**src/rtl/mips_pkg.sv**
```systemverilog
// Shared types and field constants for the MIPS fetch path.
// Imported by the fetch unit and its next-PC helper.
package mips_pkg;
   typedef enum logic {
      FETCH = 1'b0,
      EXEC  = 1'b1
   } fetch_state_t;

   localparam int INSTR_W = 32;
   localparam int OP_MSB  = 31;
   localparam int OP_LSB  = 26;
   localparam int FUNCT_W = 6;
   localparam int JIDX_W  = 26;
endpackage

```
**src/rtl/fetch_unit_pc_next.sv**
```systemverilog
// Combinational next-PC selection: jump, then branch, then pc+4.
// Kept standalone so a later pipelined fetch can reuse it.
module pc_next
   import mips_pkg::*;
(
   input  logic [31:0] i_pc,
   input  logic [31:0] i_instr,
   input  logic [31:0] i_signimm,
   input  logic        i_pcsrc,
   input  logic        i_jump,
   output logic [31:0] o_pcplus4,
   output logic [31:0] o_next_pc
);
   logic [31:0] w_jtarget;
   logic [31:0] w_btarget;

   assign o_pcplus4 = i_pc + 32'd4;
   // the low 26 instruction bits land in [27:2]
   assign w_jtarget = {o_pcplus4[31:28], 28'(i_instr << 2)};
   assign w_btarget = o_pcplus4 + (i_signimm << 2);

   always_comb begin
      o_next_pc = o_pcplus4;
      if (i_jump)
         o_next_pc = w_jtarget;
      else if (i_pcsrc)
         o_next_pc = w_btarget;
   end
endmodule

```
**src/rtl/fetch_unit.sv**
```systemverilog
// Multicycle fetch stage: FETCH waits on imem ack, EXEC holds the
// instruction for the controller until it retires.
module fetch_unit
   import mips_pkg::*;
#(
   parameter logic [31:0] RESET_PC = 32'h0000_0000,
   parameter int          CNT_W    = 32
) (
   input  logic               clk,
   input  logic               reset,
   output logic               imem_req,
   output logic [31:0]        imem_addr,
   input  logic               imem_ack,
   input  logic [31:0]        imem_rdata,
   input  logic               stall,
   input  logic               pcsrc,
   input  logic               jump,
   input  logic [31:0]        signimm,
   output logic [31:0]        instr,
   output logic               instr_valid,
   output logic [5:0]         op,
   output logic [5:0]         funct,
   output logic [31:0]        pc,
   output logic [31:0]        pcplus4,
   output logic [CNT_W-1:0]   instret
);
   localparam logic [31:0] PC_INIT = RESET_PC & ~32'h3;

   fetch_state_t       r_state;
   logic [31:0]        r_pc;
   logic [INSTR_W-1:0] r_instr;
   logic [CNT_W-1:0]   r_instret;
   logic [31:0]        w_pcplus4;
   logic [31:0]        w_next_pc;

   pc_next u_pc_next (
      .i_pc      (r_pc),
      .i_instr   (r_instr),
      .i_signimm (signimm),
      .i_pcsrc   (pcsrc),
      .i_jump    (jump),
      .o_pcplus4 (w_pcplus4),
      .o_next_pc (w_next_pc)
   );

   always_ff @(posedge clk or posedge reset) begin
      if (reset) begin
         r_state   <= FETCH;
         r_pc      <= PC_INIT;
         r_instr   <= '0;
         r_instret <= '0;
      end else begin
         unique case (r_state)
            FETCH: begin
               if (imem_ack) begin
                  r_instr <= imem_rdata;
                  r_state <= EXEC;
               end
            end
            EXEC: begin
               if (!stall) begin
                  r_pc      <= w_next_pc;
                  r_instret <= r_instret + CNT_W'(1);
                  r_state   <= FETCH;
               end
            end
            default: r_state <= FETCH;
         endcase
      end
   end

   assign imem_req    = (r_state == FETCH);
   assign imem_addr   = r_pc;
   assign instr_valid = (r_state == EXEC);
   assign instr       = r_instr;
   assign op          = r_instr[OP_MSB:OP_LSB];
   assign funct       = r_instr[FUNCT_W-1:0];
   assign pc          = r_pc;
   assign pcplus4     = w_pcplus4;
   assign instret     = r_instret;
endmodule
```
**config.mk**
```make
export PLATFORM = sky130hd
export DESIGN_NAME = fetch_unit
export DESIGN_NICKNAME = d
export VERILOG_FILES = /design/src/rtl/mips_pkg.sv /design/src/rtl/fetch_unit_pc_next.sv /design/src/rtl/fetch_unit.sv
export SDC_FILE = /design/constraint.sdc
export NUM_CORES = 1
export LEC_CHECK = 0
export CELL_PAD_IN_SITES_DETAIL_PLACEMENT = 1
export CELL_PAD_IN_SITES_GLOBAL_PLACEMENT = 1
export CORE_MARGIN = 3
export CORE_UTILIZATION = 36
export DETAILED_ROUTE_END_ITERATION = 8
export GPL_ROUTABILITY_DRIVEN = 0
export PLACE_DENSITY = 0.95
export SYNTH_ARGS = -nofsm -noshare
export SYNTH_HDL_FRONTEND = slang
export SYNTH_SLANG_ARGS = --single-unit
```
**constraint.sdc**
```tcl
create_clock -name clk -period 8.5 [get_ports clk]
set_input_delay 1.7 -clock clk [delete_from_list [all_inputs] [get_ports clk]]
set_output_delay 1.7 -clock clk [all_outputs]
set_load 0.1 [all_outputs]
```
### Word-level counts from Yosys, hierarchy flattened

Cells that the tools add are included.

* logic and storage cells: 16
* output and inout bits: 174
* input bits: 70
* register bits after elaboration: 97

* reduce and logical (&&, ||, !) cells: 2
* bitwise gates (word level): 2
* $add $sub $neg: 3
* muxes and demuxes: 5

Operators by type and width (number)
* two-way mux 32 bit: 2
* adder 32 x 1 -> 32 bit, second input constant: 1
* adder 32 x 3 -> 32 bit, second input constant: 1
* adder 32 bit: 1
* AND reduction 2 bit: 2
* two-way mux 1 bit: 2
* NOT 1 bit: 2
* case mux 1 bit (2 select lines): 1

### Depth between registers and ports, before layout

Gate-level depths: netlist (run 1).

* depth in word-level cells: 4
* gate-level depth with buffers: 17
* depth with buffers taken out: 16

### Cells and area by module

A second synthesis (run 1) with hierarchy kept.

* cells, all modules: 713
* area total of the unflattened synthesis: 6912.9 µm²

Modules (own cells, without submodules)
* fetch_unit: cells each 303, area each 4154.0 µm², sequential area each 2427.3 µm², times used 1
* pc_next: cells each 410, area each 2758.9 µm², sequential area each 0.0 µm², times used 1

### Worst setup path before layout (run 1)

Ideal clock, no wire load.

* kind: register -> register
* start: register r_pc[3] (netlist: imem_addr[3])
* end: register r_pc[27] (netlist: imem_addr[27])
* clock period less this slack: 6184 ps
* path slack: 2316 ps
* data arrival time: 6074 ps
* stages on the path, launching flop included: 17
* library setup time: 110 ps
* cell sequence: dfrtp_1 ha_1 nand2_1 nor2_1 and3_1 nand3_1 xnor2_1 ha_1 a21o_1 a221o_1 a21o_1 a32o_1 a21o_4 o31ai_4 mux2i_1 a211oi_2 o41ai_1

* word-level cells in the longest chain between the ends: 4

RTL lines
* from (decl): line fetch_unit.sv:30 `logic [31:0] r_pc;`
* from (signal assigned): line fetch_unit.sv:62 `r_pc <= w_next_pc;`
* adder 32 x 3 -> 32 bit: line fetch_unit_pc_next.sv:17 `assign o_pcplus4 = i_pc + 32'd4;`
* named net pcplus4[16]: line fetch_unit.sv:24 `output logic [31:0] pcplus4,`
* adder 32 bit: line fetch_unit_pc_next.sv:20 `assign w_btarget = o_pcplus4 + (i_signimm << 2);`
* two-way mux 32 bit: line fetch_unit_pc_next.sv:26 `else if (i_pcsrc)`
* two-way mux 32 bit: line fetch_unit_pc_next.sv:24 `if (i_jump)`

The timed path passes the listed nets, and every way through them passes these cells.
A chain may end at the register's enable or synchronous reset.

### Worst setup path after layout (run 1)

* start: register r_pc[5] (netlist: imem_addr[5])
* end: output pcplus4[31]

* word-level cells in the longest chain between the ends: 1

RTL lines (line)
* adder 32 x 3 -> 32 bit: fetch_unit_pc_next.sv:17
* to (decl): fetch_unit.sv:24

Every way passes these cells.

==> results of run 1 <==
## critical path: stages, from the launching register on
cell and delay (ns):
dfrtp_1 0.54, nand4_1 0.21, nor2_1 0.60, nand2_2 0.21, nor3_1 0.38, xor2_1 0.38, clkdlybuf4s50_1 1.22
## logic make-up (layout without fill, tap and decap cells)
| kind of cell | Yosys count | count (layout) |
|---|---|---|
| flops | 95 | 95 |
| fa+ha+maj | 38 | 38 |
| mux | 37 | 37 |
| simple gates | 221 | 221 |
| compound gates | 169 | 169 |
| other cells | 1 | 6 |
| xor+xnor | 79 | 79 |
| buf+inv | 88 | 272 |
## flip-flops by register name, indices dropped and copies added (netlist names)
signal       count
imem_addr       30
instr           32
instret         32
instr_valid      1
## layout make-up
class	count	share of cell area, %
Clock inverter	7	0.694
Multi-Input combinational cell	550	41.2
Tap cell	229	3.12
Inverter	16	0.680
Clock buffer	9	2.45
Sequential cell	95	25.9
Timing Repair Buffer	240	26.0
## synth_stat cells (all sizes together) (2+ instances only)
master,n,area [µm²]
and3,12,75.1
or2,2,12.5
nor2,53,199
o211a,2,20.0
o211ai,9,67.6
nand2,73,277
a211o,2,17.5
mux2i,5,50.1
nand2b,2,12.5
o21bai,7,52.6
a21boi,2,15.0
nor4,2,27.5
nand3,33,165
o22ai,4,25.0
or3,2,12.5
ha,37,463
xnor2,55,482
a22o,2,17.5
a21oi,39,195
and4,2,17.5
xor2,24,210
a31oi,3,25.0
nor2b,3,18.8
clkbuf,18,67.6
buf,54,385
and2,3,18.8
a22oi,2,15.0
nor3b,3,22.5
mux2,32,360
o31ai,2,28.8
nand4,15,93.8
a211oi,10,92.6
inv,15,56.3
dfrtp,95,2380
o21ai,44,220
o21a,3,22.5
a222oi,2,20.0
nor3,15,75.1
a21o,20,158
a221oi,6,52.6
## final timing paths
check | end | startpoint | cells after the start
min in group asynchronous | instr[24] | reset | 2
max in group asynchronous | instr_valid | reset | 3
worst max-delay path | pcplus4[31] | imem_addr[5] | 6
worst min-delay path | instret[30] | instret[30] | 1
worst max register to register | imem_addr[27] | imem_addr[5] | 15
worst min register to register | instret[30] | instret[30] | 1
## through the flow
step / instance area, µm² / setup WS (ns)
after floorplan: 6670 / 2.32
after global placement: 8910 / 3.46
after detailed placement: 8910 / 3.34
after CTS: 9200 / 2.93
after global routing: 9200 / 2.67
final: 9200 / 2.92
## per-layer routing
layer,track usage (%),vias to the layer above,wire [µm]
met2,42.7,220,12500
met5,0,-,0
li1,-,2904,-
met1,29.9,3180,10100
met4,6.72,0,540
met3,5.54,39,1510
==> out/qor.txt, run 1 <==
Global-route total usage across every layer: 24.3%
Antenna Diode Count: 0
Insertion delay of the later-clocked pin in the worst-skew pair: 0.35 ns
Combinational family with the most area after synthesis: compound AO/OA/AOI/OAI gates
Post-route insts no fill: 1146
H-Tree Level Count: 3
Footprint of the multi-input gates: 0.00379 mm²
Root Buffer: clkbuf_16
Fraction of the mapped netlist area in adder cells: 7.26%
Post-synthesis mux area share: 6.17%
CTS-repair resized insts: 0
Share of the clock period used by the worst path: 65.7%
Drt wl/cell: 21.4 µm
Post-synth cell types: 65
Die ar.: 0.0201 mm²
Area growth syn-to-layout: 38.2%
Critical Path Sink Type: output port
Synthesized instance count: 728
First-pass detailed-route iteration total: 4
Synth Cell Area: 0.00665 mm²
Fraction of the yosys area taken by sequential cells: 35.7%
Initial antenna violation count: 0
Final wirelength: 24600 µm
Kind of critical path: flop to output port
Die Ht: 142 µm
Arrival time reported for the critical path endpoint: 3.88 ns
Worst hold margin: 0.490 ns
DRC violation total after the first TritonRoute iteration: 367
Effective utilization at floorplan: 36.8%
Required time of the critical path: 6.80 ns
Hold buffer count at cts: 0
Number of warnings printed during yosys synthesis: 0
Overall via count from detail_route: 6343
Post-route DRC violation count: 0
CTS tree: yes
Placement row count: 49
Max Clock Skew: 0.0118 ns
Post-CTS setup buffer count: 0
Remaining max-slew budget at the tightest pin: 29.2%
Critical-path maximum fanout: 8
Area of the core region: 0.0181 mm²
Ratio of cells with drive above 1 in the final layout: 7.20%
Half-perimeter wire length after detailed placement: 19100 µm
Number of enable-type register cells in the synthesized netlist: 0
Number of buffers inserted during clock tree synthesis: 9
Finish-stage setup viols: 0
Most common flop cell mapped by yosys: dfrtp_1
Unrepaired setup endpoints after global routing: false
Transition time at the pin with the least slew margin: 1.06 ns
Global-route wire length before repair: 38900 µm
Synth Area in Compound Gates: 17.1%
Largest net degree at the start of global routing: 65
Number of instances in the placed design: 1130
CTS max path bufs: 2
TritonCTS Sinks: 95
Number of inserted filler cells in the final layout: 2043
Sum Neg Setup Slack: 0 ns
Net total in the final layout: 1020
IO Pins: 244
Xor-xnor portion of the synthesized cell area: 10.4%
Maximum clock frequency: 0.179 GHz
Number of buffers added on ports: 235
Vias in the first global route: 6896
Per-cell via count in the routed design: 5.53
Startpoint kind of the worst setup timing path: flop
Overall die width: 142 µm
Reg clk slew, reported paths: 0.08 ns
Footprint of the flip-flops and latches: 0.00238 mm²
R2R Setup Slk: 3.75 ns
Util after Layout: 50.8%
Shortest period the worst path allows: 5.58 ns
Final Hold Violating Endpoints: 0
Mean area per synthesized cell: 9.14 µm²
Most used cells in the layout excluding fill and tap cells: clkdlybuf4s50_1, dfrtp_1, nand2_1, xnor2_1, nor2_1
Max-capacitance violation count: 0
Min-delay worst type: flop to flop
Most frequent standard cell in the layout excluding fill and tap cells: clkdlybuf4s50_1
Synth Area in Simple Gates: 15.6%
Max-slew violations: 0
Grt total ovfl: 0
Proportion of register bits with asynchronous set or reset after synthesis: 100%
Residual antenna-violating net count after detailed routing: 0
Result of the run: complete, no violations
Count of state elements after synthesis: 95
Power of run 1 is left out: the tool's default activity adds up to more than one toggle a clock period on the data nets, which glitch-free logic cannot reach.
==> inputs of run 2 (changes only) <==
Settings changed: CORE_UTILIZATION 36 to 30, PLACE_DENSITY 0.95 to 0.89.
Clock period 8.5 ns to 4.5 ns, I/O delays scaled along.
==> run 2 against run 1 <==
Count of clock-buffer cells in the layout unchanged. Sequential share of layout area down 1.0 points. Non-clock buffer count up 1. Largest cell class unchanged. Critical path type is now flop to flop.
==> out/qor.txt, run 2 (synthesized netlist as in run 1, its figures left out) <==
Most frequent standard cell in the layout excluding fill and tap cells: clkdlybuf4s50_1
Per-cell via count in the routed design: 5.27 (-4.9%)
Net total in the final layout: 1021 (+0.098%)
Global-route wire length before repair: 38700 µm (-0.50%)
Worst setup slack after layout: 0.470 ns (-2.45 ns)
Unrepaired setup endpoints after global routing: false
First-pass detailed-route iteration total: 5 (+1)
Sum Neg Setup Slack: 0 ns (unchanged)
Reg clk slew, reported paths: 0.08 ns (about the same)
IO Pins: 244 (unchanged)
Kind of critical path: flop to flop
Area of the core region: 0.0214 mm² (+18%)
Max Clock Skew: 0.0105 ns (-0.00129 ns)
Largest net degree at the start of global routing: 81 (+25%)
Startpoint kind of the worst setup timing path: flop
Most used cells in the layout excluding fill and tap cells: clkdlybuf4s50_1, dfrtp_1, nand2_1, nor2_1, a21oi_1
Number of buffers inserted during clock tree synthesis: 9 (unchanged)
Drt wl/cell: 20.6 µm (-3.9%)
Post-detailed-placement cell area: 0.00936 mm² (+5.1%)
Number of instances in the placed design: 1177 (+4.2%)
Wire length on met2: 12400 µm (-0.31%)
Post-route DRC violation count: 0 (unchanged)
Top metal layer carrying routed signals: met4
Placement row count: 53 (+8.2%)
Number of inserted filler cells in the final layout: 2398 (+17%)
Min-delay worst type: flop to flop
Critical Path Sink Type: flop
Result of the run: complete, no violations
CTS max path bufs: 2 (unchanged)
Number of buffers added on ports: 235 (unchanged)
Critical-path maximum fanout: 5 (-3)
Effective utilization at floorplan: 31.1% (-5.7 points)
Die Ht: 155 µm (+9.1%)
DRC violation total after the first TritonRoute iteration: 378 (+3.0%)
Post-CTS setup buffer count: 0 (unchanged)
Post-placement worst setup slack: 0.316 ns (-3.02 ns)
Global-route total usage across every layer: 20.2% (-4.0 points)
Final wirelength: 24600 µm (about the same)
Die ar.: 0.0240 mm² (+19%)
CTS tree: yes
Root Buffer: clkbuf_16
Post-route insts no fill: 1194 (+4.2%)
Half-perimeter wire length after detailed placement: 19200 µm (+0.67%)
Routed met1 length: 10400 µm (+3.3%)
Final Hold Violating Endpoints: 0 (unchanged)
Required time of the critical path: 4.75 ns (-2.05 ns)
Remaining max-slew budget at the tightest pin: 27.4% (-1.8 points)
Share of the clock period used by the worst path: 89.6%
Residual antenna-violating net count after detailed routing: 0 (unchanged)
Hold buffer count at cts: 0 (unchanged)
CTS-repair resized insts: 0 (unchanged)
Ratio of cells with drive above 1 in the final layout: 16.4% (+9.3 points)
Finish-stage setup viols: 0 (unchanged)
Overall die width: 155 µm (+9.1%)
Transition time at the pin with the least slew margin: 1.09 ns (+0.0281 ns)
Area growth syn-to-layout: 45.3%
Max-slew violations: 0 (unchanged)
Maximum clock frequency: 0.248 GHz
Initial antenna violation count: 1 (+1)
Met3 wire length: 1230 µm (-19%)
Grt total ovfl: 0 (unchanged)
Vias in the first global route: 6777 (-1.7%)
Arrival time reported for the critical path endpoint: 4.28 ns (+0.40 ns)
H-Tree Level Count: 3 (unchanged)
R2R Setup Slk: 0.47 ns (-3.28 ns)
TritonCTS Sinks: 95 (unchanged)
Post-route design area: 0.00967 mm² (+5.1%)
Overall via count from detail_route: 6288 (-0.87%)
Max-capacitance violation count: 0 (unchanged)
Shortest period the worst path allows: 4.03 ns
Insertion delay of the later-clocked pin in the worst-skew pair: 0.35 ns (about the same)
run 2: layout make-up:
| type | instances | area, µm² | area share [%] |
|---|---|---|---|
| Clock inverter | 7 | 75.1 | 0.777 |
| Sequential cell | 95 | 2400 | 24.8 |
| Timing Repair Buffer | 241 | 2340 | 24.2 |
| Multi-Input combinational cell | 550 | 4220 | 43.6 |
| Tap cell | 275 | 344 | 3.56 |
| Antenna cell | 1 | 2.50 | 0.0259 |
| Inverter | 16 | 62.6 | 0.647 |
| Clock buffer | 9 | 225 | 2.33 |
run 2: stage by stage:
stage               utilization, %  hold slack (ns)
CTS                           45.1            0.483
floorplan                        -            0.819
finish                        45.1            0.478
detailed placement            43.7            0.472
global route                  45.1            0.487
global placement              43.7            0.462
run 2: worst paths after layout:
kind	end	start	cells after the start
setup reg to reg	imem_addr[27]	imem_addr[3]	16
max in group asynchronous	imem_addr[10]	reset	3
hold / removal	instret[31]	instret[31]	1
min in group asynchronous	instret[11]	reset	2
setup / recovery	imem_addr[27]	imem_addr[3]	16
hold reg to reg	instret[31]	instret[31]	1
run 2: critical path, stage by stage (launching register included):
cell	delay, ns
dfrtp_2	0.46
ha_4	0.20
nand2_1	0.09
nor2_2	0.24
and3_4	0.29
nand3_4	0.11
xnor2_4	0.25
ha_4	0.25
a21o_1	0.18
a221o_1	0.34
a21o_1	0.20
a32o_1	0.26
a21o_4	0.21
o31ai_4	0.26
mux2i_1	0.25
a211oi_2	0.10
o41ai_1	0.25
run 2: layer usage:
metal,vias up,global-route usage (%)
met5,-,0
met4,0,6.27
met3,38,4.37
met2,194,35.1
met1,3136,25.2
li1,2920,-
Power of run 2 is left out for the same reason.
